==> src/rtl/rtype_exec_ctrl_pkg.sv <==
// rtype_exec_ctrl_pkg: shared opcode/funct/ALU-op constants and sequencer state encoding
package rtype_exec_ctrl_pkg;
  localparam logic [5:0] OP_RTYPE = 6'h00;
  localparam logic [5:0] OP_BEQ   = 6'h04;
  localparam logic [5:0] F_ADD = 6'h20;
  localparam logic [5:0] F_SUB = 6'h22;
  localparam logic [5:0] F_AND = 6'h24;
  localparam logic [5:0] F_OR  = 6'h25;
  localparam logic [5:0] F_SLT = 6'h2a;
  localparam logic [2:0] ALU_AND = 3'b000;
  localparam logic [2:0] ALU_OR  = 3'b001;
  localparam logic [2:0] ALU_ADD = 3'b010;
  localparam logic [2:0] ALU_SUB = 3'b110;
  localparam logic [2:0] ALU_SLT = 3'b111;
  typedef enum logic [1:0] {S_IDLE, S_DECODE, S_EXEC, S_WB} state_t;
endpackage

==> src/rtl/rtype_exec_ctrl_alu_decoder.sv <==
// alu_decoder: maps opcode/funct/shamt to ALU function and instruction class
module alu_decoder
  import rtype_exec_ctrl_pkg::*;
(
  input  logic [5:0] opcode,
  input  logic [5:0] funct,
  input  logic [4:0] shamt,
  output logic [2:0] alu_op,
  output logic       is_rtype,
  output logic       is_beq,
  output logic       legal
);
  logic funct_ok;
  always_comb begin
    is_rtype = opcode == OP_RTYPE;
    is_beq   = opcode == OP_BEQ;
    funct_ok = funct == F_ADD || funct == F_SUB || funct == F_AND || funct == F_OR || funct == F_SLT;
    legal    = is_beq || (is_rtype && shamt == 5'd0 && funct_ok);
    alu_op   = is_beq           ? ALU_SUB :
               !is_rtype        ? ALU_AND :
               funct == F_ADD   ? ALU_ADD :
               funct == F_SUB   ? ALU_SUB :
               funct == F_OR    ? ALU_OR  :
               funct == F_SLT   ? ALU_SLT : ALU_AND;
  end
endmodule

==> src/rtl/rtype_exec_ctrl.sv <==
// rtype_exec_ctrl: four-state sequencer running one R-type ALU op or beq compare
module rtype_exec_ctrl
  import rtype_exec_ctrl_pkg::*;
#(
  parameter int DATA_W = 32,
  parameter int REG_AW = 5
) (
  input  logic              clk,
  input  logic              rst,
  input  logic              instr_valid,
  output logic              instr_ready,
  input  logic [31:0]       instr,
  output logic [REG_AW-1:0] rf_ra1,
  output logic [REG_AW-1:0] rf_ra2,
  input  logic [DATA_W-1:0] rf_rd1,
  input  logic [DATA_W-1:0] rf_rd2,
  output logic              rf_we,
  output logic [REG_AW-1:0] rf_wa,
  output logic [DATA_W-1:0] rf_wd,
  output logic [2:0]        alu_op,
  output logic [DATA_W-1:0] alu_a,
  output logic [DATA_W-1:0] alu_b,
  input  logic [DATA_W-1:0] alu_x,
  input  logic              alu_zero,
  output logic              done,
  output logic              branch_taken,
  output logic              illegal
);
  state_t state_q, state_d;
  logic [31:0] ir_q, ir_d;
  logic [DATA_W-1:0] a_q, a_d, b_q, b_d, aluout_q, aluout_d;
  logic [2:0] op_q, op_d;
  logic z_q, z_d, legal_q, legal_d, bt_q, bt_d, ill_q, ill_d;
  logic [2:0] dec_op;
  logic dec_rtype, dec_beq, dec_legal;
  alu_decoder u_dec (
    .opcode  (ir_q[31:26]),
    .funct   (ir_q[5:0]),
    .shamt   (ir_q[10:6]),
    .alu_op  (dec_op),
    .is_rtype(dec_rtype),
    .is_beq  (dec_beq),
    .legal   (dec_legal)
  );
  always_comb begin
    state_d = state_q;
    ir_d = ir_q;
    a_d = a_q;
    b_d = b_q;
    aluout_d = aluout_q;
    op_d = op_q;
    z_d = z_q;
    legal_d = legal_q;
    bt_d = bt_q;
    ill_d = ill_q;
    instr_ready = 1'b0;
    rf_ra1 = '0;
    rf_ra2 = '0;
    rf_we = 1'b0;
    rf_wa = '0;
    rf_wd = '0;
    alu_op = '0;
    alu_a = '0;
    alu_b = '0;
    done = 1'b0;
    case (state_q)
      S_IDLE: begin
        instr_ready = 1'b1;
        if (instr_valid) begin
          ir_d = instr;
          bt_d = 1'b0;
          ill_d = 1'b0;
          state_d = S_DECODE;
        end
      end
      S_DECODE: begin
        rf_ra1 = ir_q[25:21];
        rf_ra2 = ir_q[20:16];
        a_d = rf_rd1;
        b_d = rf_rd2;
        op_d = dec_op;
        legal_d = dec_legal;
        state_d = S_EXEC;
      end
      S_EXEC: begin
        alu_op = legal_q ? op_q : '0;
        alu_a = legal_q ? a_q : '0;
        alu_b = legal_q ? b_q : '0;
        aluout_d = alu_x;
        z_d = alu_zero;
        state_d = S_WB;
      end
      default: begin
        done = 1'b1;
        rf_we = legal_q && dec_rtype && ir_q[15:11] != 5'd0;
        rf_wa = rf_we ? ir_q[15:11] : '0;
        rf_wd = rf_we ? aluout_q : '0;
        bt_d = legal_q && dec_beq ? z_q : bt_q;
        ill_d = ill_q | ~legal_q;
        state_d = S_IDLE;
      end
    endcase
  end
  always_ff @(posedge clk or posedge rst) begin
    if (rst) begin
      state_q <= S_IDLE;
      ir_q <= '0;
      a_q <= '0;
      b_q <= '0;
      aluout_q <= '0;
      op_q <= '0;
      z_q <= 1'b0;
      legal_q <= 1'b0;
      bt_q <= 1'b0;
      ill_q <= 1'b0;
    end else begin
      state_q <= state_d;
      ir_q <= ir_d;
      a_q <= a_d;
      b_q <= b_d;
      aluout_q <= aluout_d;
      op_q <= op_d;
      z_q <= z_d;
      legal_q <= legal_d;
      bt_q <= bt_d;
      ill_q <= ill_d;
    end
  end
  assign branch_taken = bt_q;
  assign illegal = ill_q;
endmodule

==> config.mk <==
export PLATFORM = sky130hd
export DESIGN_NAME = rtype_exec_ctrl
export DESIGN_NICKNAME = d
export VERILOG_FILES = /design/src/rtl/rtype_exec_ctrl_pkg.sv /design/src/rtl/rtype_exec_ctrl_alu_decoder.sv /design/src/rtl/rtype_exec_ctrl.sv
export SDC_FILE = /design/constraint.sdc
export NUM_CORES = 1
export LEC_CHECK = 0
export CAP_MARGIN = 5
export CORE_MARGIN = 10
export CORE_UTILIZATION = 49
export CTS_BUF_LIST = sky130_fd_sc_hd__clkbuf_8
export CTS_CLUSTER_SIZE = 14
export DETAILED_ROUTE_END_ITERATION = 12
export GPL_ROUTABILITY_DRIVEN = 0
export HOLD_SLACK_MARGIN = 0.02
export PLACE_DENSITY = 0.95
export SYNTH_ARGS = -nofsm -noshare
export SYNTH_HDL_FRONTEND = slang
export SYNTH_SLANG_ARGS = --single-unit
==> constraint.sdc <==
create_clock -name clk -period 9.4 [get_ports clk]
set_clock_uncertainty 0.05 [all_clocks]
set_input_delay 1.88 -clock clk [delete_from_list [all_inputs] [get_ports clk]]
set_output_delay 1.88 -clock clk [all_outputs]
set_load 0.05 [all_outputs]
==> metrics.yaml <==
htree_levels: 4
io_pins: 251
synth_cell_types: 33
finalNetCount: 852
critPathMaxFanout: 55
period_needed_ns: 5.38
hold_slack_ns: 0.452
vias_per_cell: 5.35
async_reset_ff_share_pct: 100
hold_path_class: "flop to flop"
design_area_um2: 9270
first_pass_iters: 4
drive_gt1_share_pct: 26.2
r2r_setup_slack_ns: 6.93
tns_ns: 0
rsz0062_at_grt: "no"
cts_tree: "yes"
reg2reg_to: "aluout_q[1]"
grt_max_degree: 82
tightest_slew_ns: 1.05
drc: 0
finalCritPeriodShare_pct: 57.3
yosys_warnings: 0
synth-main-ff-cell: "dfrtp_1"
r2r-start: "state_q[0]"
min_from: "ir_q[22]"
wl_per_cell_um: 21.0
grt_pass1_wl_um: 29400
die_w_um: 133
area_growth_pct: 46.8
yosys_register_bits: 137
grt.overflow.total: 0
cap_violations: 0
fin_util_pct: 73.4
hold_depth: 1
fp.dieH_um: 133
holdPathEnd: "ir_q[22]"
post_cts.repair.setup_buffers: 0
antenna_left: 0
hold_violations: 0
seq_area_frac_synth_pct: 54.3
yosysTopAreaCell: "dfrtp_1"
clkTransAtPathRegs_ns: 0.08
synth_area_leaders: "dfrtp_1 (54%), mux2_2 (23%), and3_1 (6.6%), nor3b_2 (3.8%), nor3b_1 (1.7%)"
ctsResizeCount: 0
postCtsHoldBufs: 0
antenna_cells: 0
grt_pass1_vias: 5383
die_area_um2: 17800
cts_made_buffers: 17
required_ns: 7.47
place_area_um2: 8890
wl_um: 18900
dp_hpwl_um: 14100
max_freq_mhz: 186
finalSetupViolations: 0
syn-num-nets: 615
start_kind: "flop"
reg2regPathDepth: 4
core_area_um2: 12600
port_buffers: 250
synth_edf_count: 0
report.final.slew_viol_count: 0
clock-sinks: 137
n_fill_cell: 856
rows: 41
antenna_found_initial: 0
synth_area_um2: 6310
finalPower_uw: 2500
ir_drop_uv: 180
avgSynthCellArea_um2: 13.2
syn-instance-count: 479
insertion_delay_ns: 0.44
cts_buffer_depth: 2
crit_type: "flop to primary output"
cp.arrival_ns: 3.45
synth_top_area_share_pct: 54.3
clockRootBuffer: "clkbuf_8"
slew_headroom_pct: 29.7
powerDensity_nw_per_um2: 270
status: "complete, no violations"
vias: 4823
grt_usage_pct: 20.9
drt-initial-drc-count: 226
leakage_uw: 0.00395
start_util_pct: 50.0
cp-end-kind: "primary output"
==> worst max-delay path: stages, from the launching register on <==
cell and delay, ns:
dfrtp_1 0.44, inv_1 0.11, ha_2 0.72, buf_4 0.61, and3_1 0.28, clkdlybuf4s50_1 0.84
==> cell usage after synthesis (4+ instances only) <==
| library cell | count |
|---|---|
| and2_1 | 10 |
| and3_1 | 67 |
| buf_2 | 16 |
| buf_6 | 5 |
| clkbuf_1 | 16 |
| dfrtp_1 | 137 |
| ha_1 | 4 |
| inv_1 | 13 |
| mux2_2 | 130 |
| nand2_1 | 4 |
| nor2_1 | 13 |
| nor3b_1 | 14 |
| nor3b_2 | 19 |
==> layout by cell type (no fill, tap or decap), types with 2 or more instances in the layout <==
master           instances
a21oi_1                  2
nand3_1                  3
and3_1                  67
nand2_1                  4
mux2_2                 130
nor2_1                  13
buf_4                    5
inv_1                   14
a31oi_1                  3
nor4bb_1                 2
nor3b_1                 14
nor2b_1                  3
nor3b_2                 19
clkdlybuf4s50_1        250
clkbuf_8                22
nand4_1                  2
o22ai_1                  2
o21ai_0                  2
ha_1                     2
clkinv_2                 6
dfrtp_1                137
and2_1                  10
==> layout make-up <==
cell class / instances / area (µm²) / area share [%]
multi-input cells: 292 / 2650 / 28.6
repair buffers: 255 / 2540 / 27.4
flip-flops and latches: 137 / 3430 / 37.0
clock buffers: 22 / 303 / 3.27
well taps: 172 / 215 / 2.32
clock inverters: 10 / 75.1 / 0.810
inverters: 13 / 51.3 / 0.554
==> cells by family (layout without fill, tap and decap cells) <==
family / after synthesis / in the layout / share of synthesized area [%]
fa+ha+maj: 4 / 4 / 0.793
buf+inv: 50 / 300 / 3.89
simple gates: 143 / 143 / 16.2
mux: 131 / 131 / 23.4
flops: 137 / 137 / 54.3
compound gates: 14 / 14 / 1.49
==> metal layers <==
layer	wire length (µm)	part of all wire (%)	GRT usage (%)
met3	1400	7.4	7.82
met5	0	0	0
met2	9730	51	35.8
met4	814	4.3	11.7
met1	6950	37	21.5
==> worst max path at each step <==
stage               startpoint        end  cells after the start  slack [ns]
detailed placement  state_q[0]   alu_a[6]                      5        4.51
CTS                 state_q[0]   alu_a[6]                      5        4.01
global route        state_q[0]   alu_a[6]                      5        3.88
global placement    state_q[0]  alu_b[16]                      5        4.64
floorplan                  rst     a_q[0]                      1        3.80
finish              state_q[0]   alu_a[6]                      5        4.02
==> registers in the layout, indices dropped and copies added (netlist names), 2 cells and up <==
name and count:
state_q 2, op_q 3, b_q 32, a_q 32
aluout_q 32, ir_q 32
==> power by group <==
group	internal [µW]	switching [µW]	total, µW
logic	513	469	983
clock network	239	219	458
registers	891	173	1060
total	1640	861	2500
==> through the flow <==
step	worst slack, ns	instances
finish	4.02	901
global route	3.88	901
CTS	4.01	901
detailed placement	4.51	869
global placement	4.64	869
floorplan	3.80	479
Power figures use the tool's default switching activity.
==> RTL edit: new RTL, same settings <==
Make the reset (`rst`) synchronous in one clocked block.
--- a/src/rtl/rtype_exec_ctrl.sv
+++ b/src/rtl/rtype_exec_ctrl.sv
@@ -101,7 +101,7 @@
       end
     endcase
   end
-  always_ff @(posedge clk or posedge rst) begin
+  always_ff @(posedge clk) begin
     if (rst) begin
       state_q <= S_IDLE;
       ir_q <= '0;
Behaviour: differs if rst is asserted again (counterexample within 4 cycles, from zero or initial values and one cycle with rst high); with rst held inactive, the same outputs for 10 cycles.
==> RTL edit against the original RTL <==
  * Maximum frequency increased by 5.1%
  * Sequential cell count did not move
  * Largest cell class is now multi-input combinational cells
  * Count of clock-buffer cells in the layout up 1
  * First-iteration DRC count up 59%
  * Area after synthesis is 7.8% lower
  * Cell area fell by 6.0%
  * Register-to-register slack better by 0.23 ns
  * Critical path type unchanged
  * Wire length is 0.43% lower
  * Global-route usage rose by 0.70 points
  * Worst setup slack better by 0.26 ns
  * Die area shrank 6.6%
  * Hold slack worse by 0.051 ns
Power is not compared: it rests on default switching activity, and its combinational part moved more than twofold at a synthesized area within 25%.
==> RTL edit: results <==
group,metric,value,unit
synth,yosysSeqAreaShare,47.11,%
power_and_ir_drop,power_frac_seq,45.9,%
timing,slew_headroom,25.65,%
clocking,ctsResizeCount,0,
synth,synth_cell_type_count,31,
synth,synth.area.mux_share,17.02,%
routing,first_pass_iters,4,
global_routing,grt_usage,21.55,%
worst_setup_path,slowest_stage,"clkdlybuf4s50_1",
synth,synth-xor-area-share,0,%
cells_and_area,num_antenna_cells,0,
synth,synth_fa_ha_area_share,0.8597,%
power_and_ir_drop,p_leak,0.003512,uW
synth,synth.yosys.warnings,0,
synth,ys_async_sr_fraction,0,%
place,place_area,0.008334,mm^2
power_and_ir_drop,peakVddDrop,0.1358,mV
clocking,postCtsSetupBuffers,0,
power_and_ir_drop,p_seq,689,uW
power_and_ir_drop,power.share.combinational,24.1,%
place,portBuffers,250,
place,detailedPlace.worstSlack,4.806,ns
clocking,htree_levels,4,
clocking,clk_latency,0.44,ns
global_routing,grt_max_degree,91,
synth,syn_nets,788,
power_and_ir_drop,swShare,29.34,%
min_path,hold_class,"reg -> reg",
clocking,cts-buffers-inserted,17,
clocking,cts-root-buf,"clkbuf_8",
worst_setup_path,path_max_fanout,63,
synth,ys.flop_type,"dfxtp_1",
routing,vias_per_cell,5.251,
global_routing,antenna_found_initial,0,
synth,synthCells,652,
worst_setup_path,cpPeakStageDelay,0.83,ns
routing,drt_iter0_drc,359,
clocking,clk_pin_slew,0.07,ns
global_routing,grt_pass1_wl,28430,um
global_routing,grt_pass1_vias,5459,
synth,synth_compound_area_share,4.900,%
routing,avgRoutedWirePerCell,18.30,um
clocking,ctsLongestPathBuffers,2,
cells_and_area,drive_gt1_share,5.763,%
run_status,status,"finished clean",
routing,vias,5398,
synth,ys_top_cells_by_area,"dfxtp_1 (47%), mux2i_1 (17%), and3_1 (7.3%)",
place,hpwl,13760,um
worst_setup_path,arrival,3.19,ns
synth,synth_common_cells,"dfxtp_1 (137), nor2_1 (105), mux2i_1 (99), nand2_1 (69), and3_1 (68)",
place,placedCellCount,997,
worst_setup_path,cp_top_family,"buffers and inverters",
## RTL edit: layer usage
metal / part of all wire, % / vias up / wire length (um) / GRT usage (%)
li1: - / 2609 / - / -
met1: 40 / 2528 / 7603 / 24.33
met2: 47 / 232 / 8931 / 35.80
met3: 10 / 29 / 1933 / 9.405
met4: 1.8 / 0 / 342 / 7.291
met5: 0 / - / 0 / 0
## RTL edit: cell type report
class | instances | area, um^2
multi-input combinational | 455 | 2853
fill | 781 | 2809
sequential | 137 | 2743
timing repair buffer | 254 | 2530
clock buffer | 23 | 316.6
tap | 143 | 178.9
clock inverter | 8 | 56.30
inverter | 8 | 30.03
## RTL edit: worst paths after layout
check / cells past startpoint / to / startpoint / slack [ns]
min: 2 / ir_q[25] / ir_q[25] / 0.40
min reg2reg: 2 / ir_q[25] / ir_q[25] / 0.40
max: 5 / alu_a[13] / state_q[0] / 4.28
max reg2reg: 5 / ir_q[2] / state_q[0] / 7.16
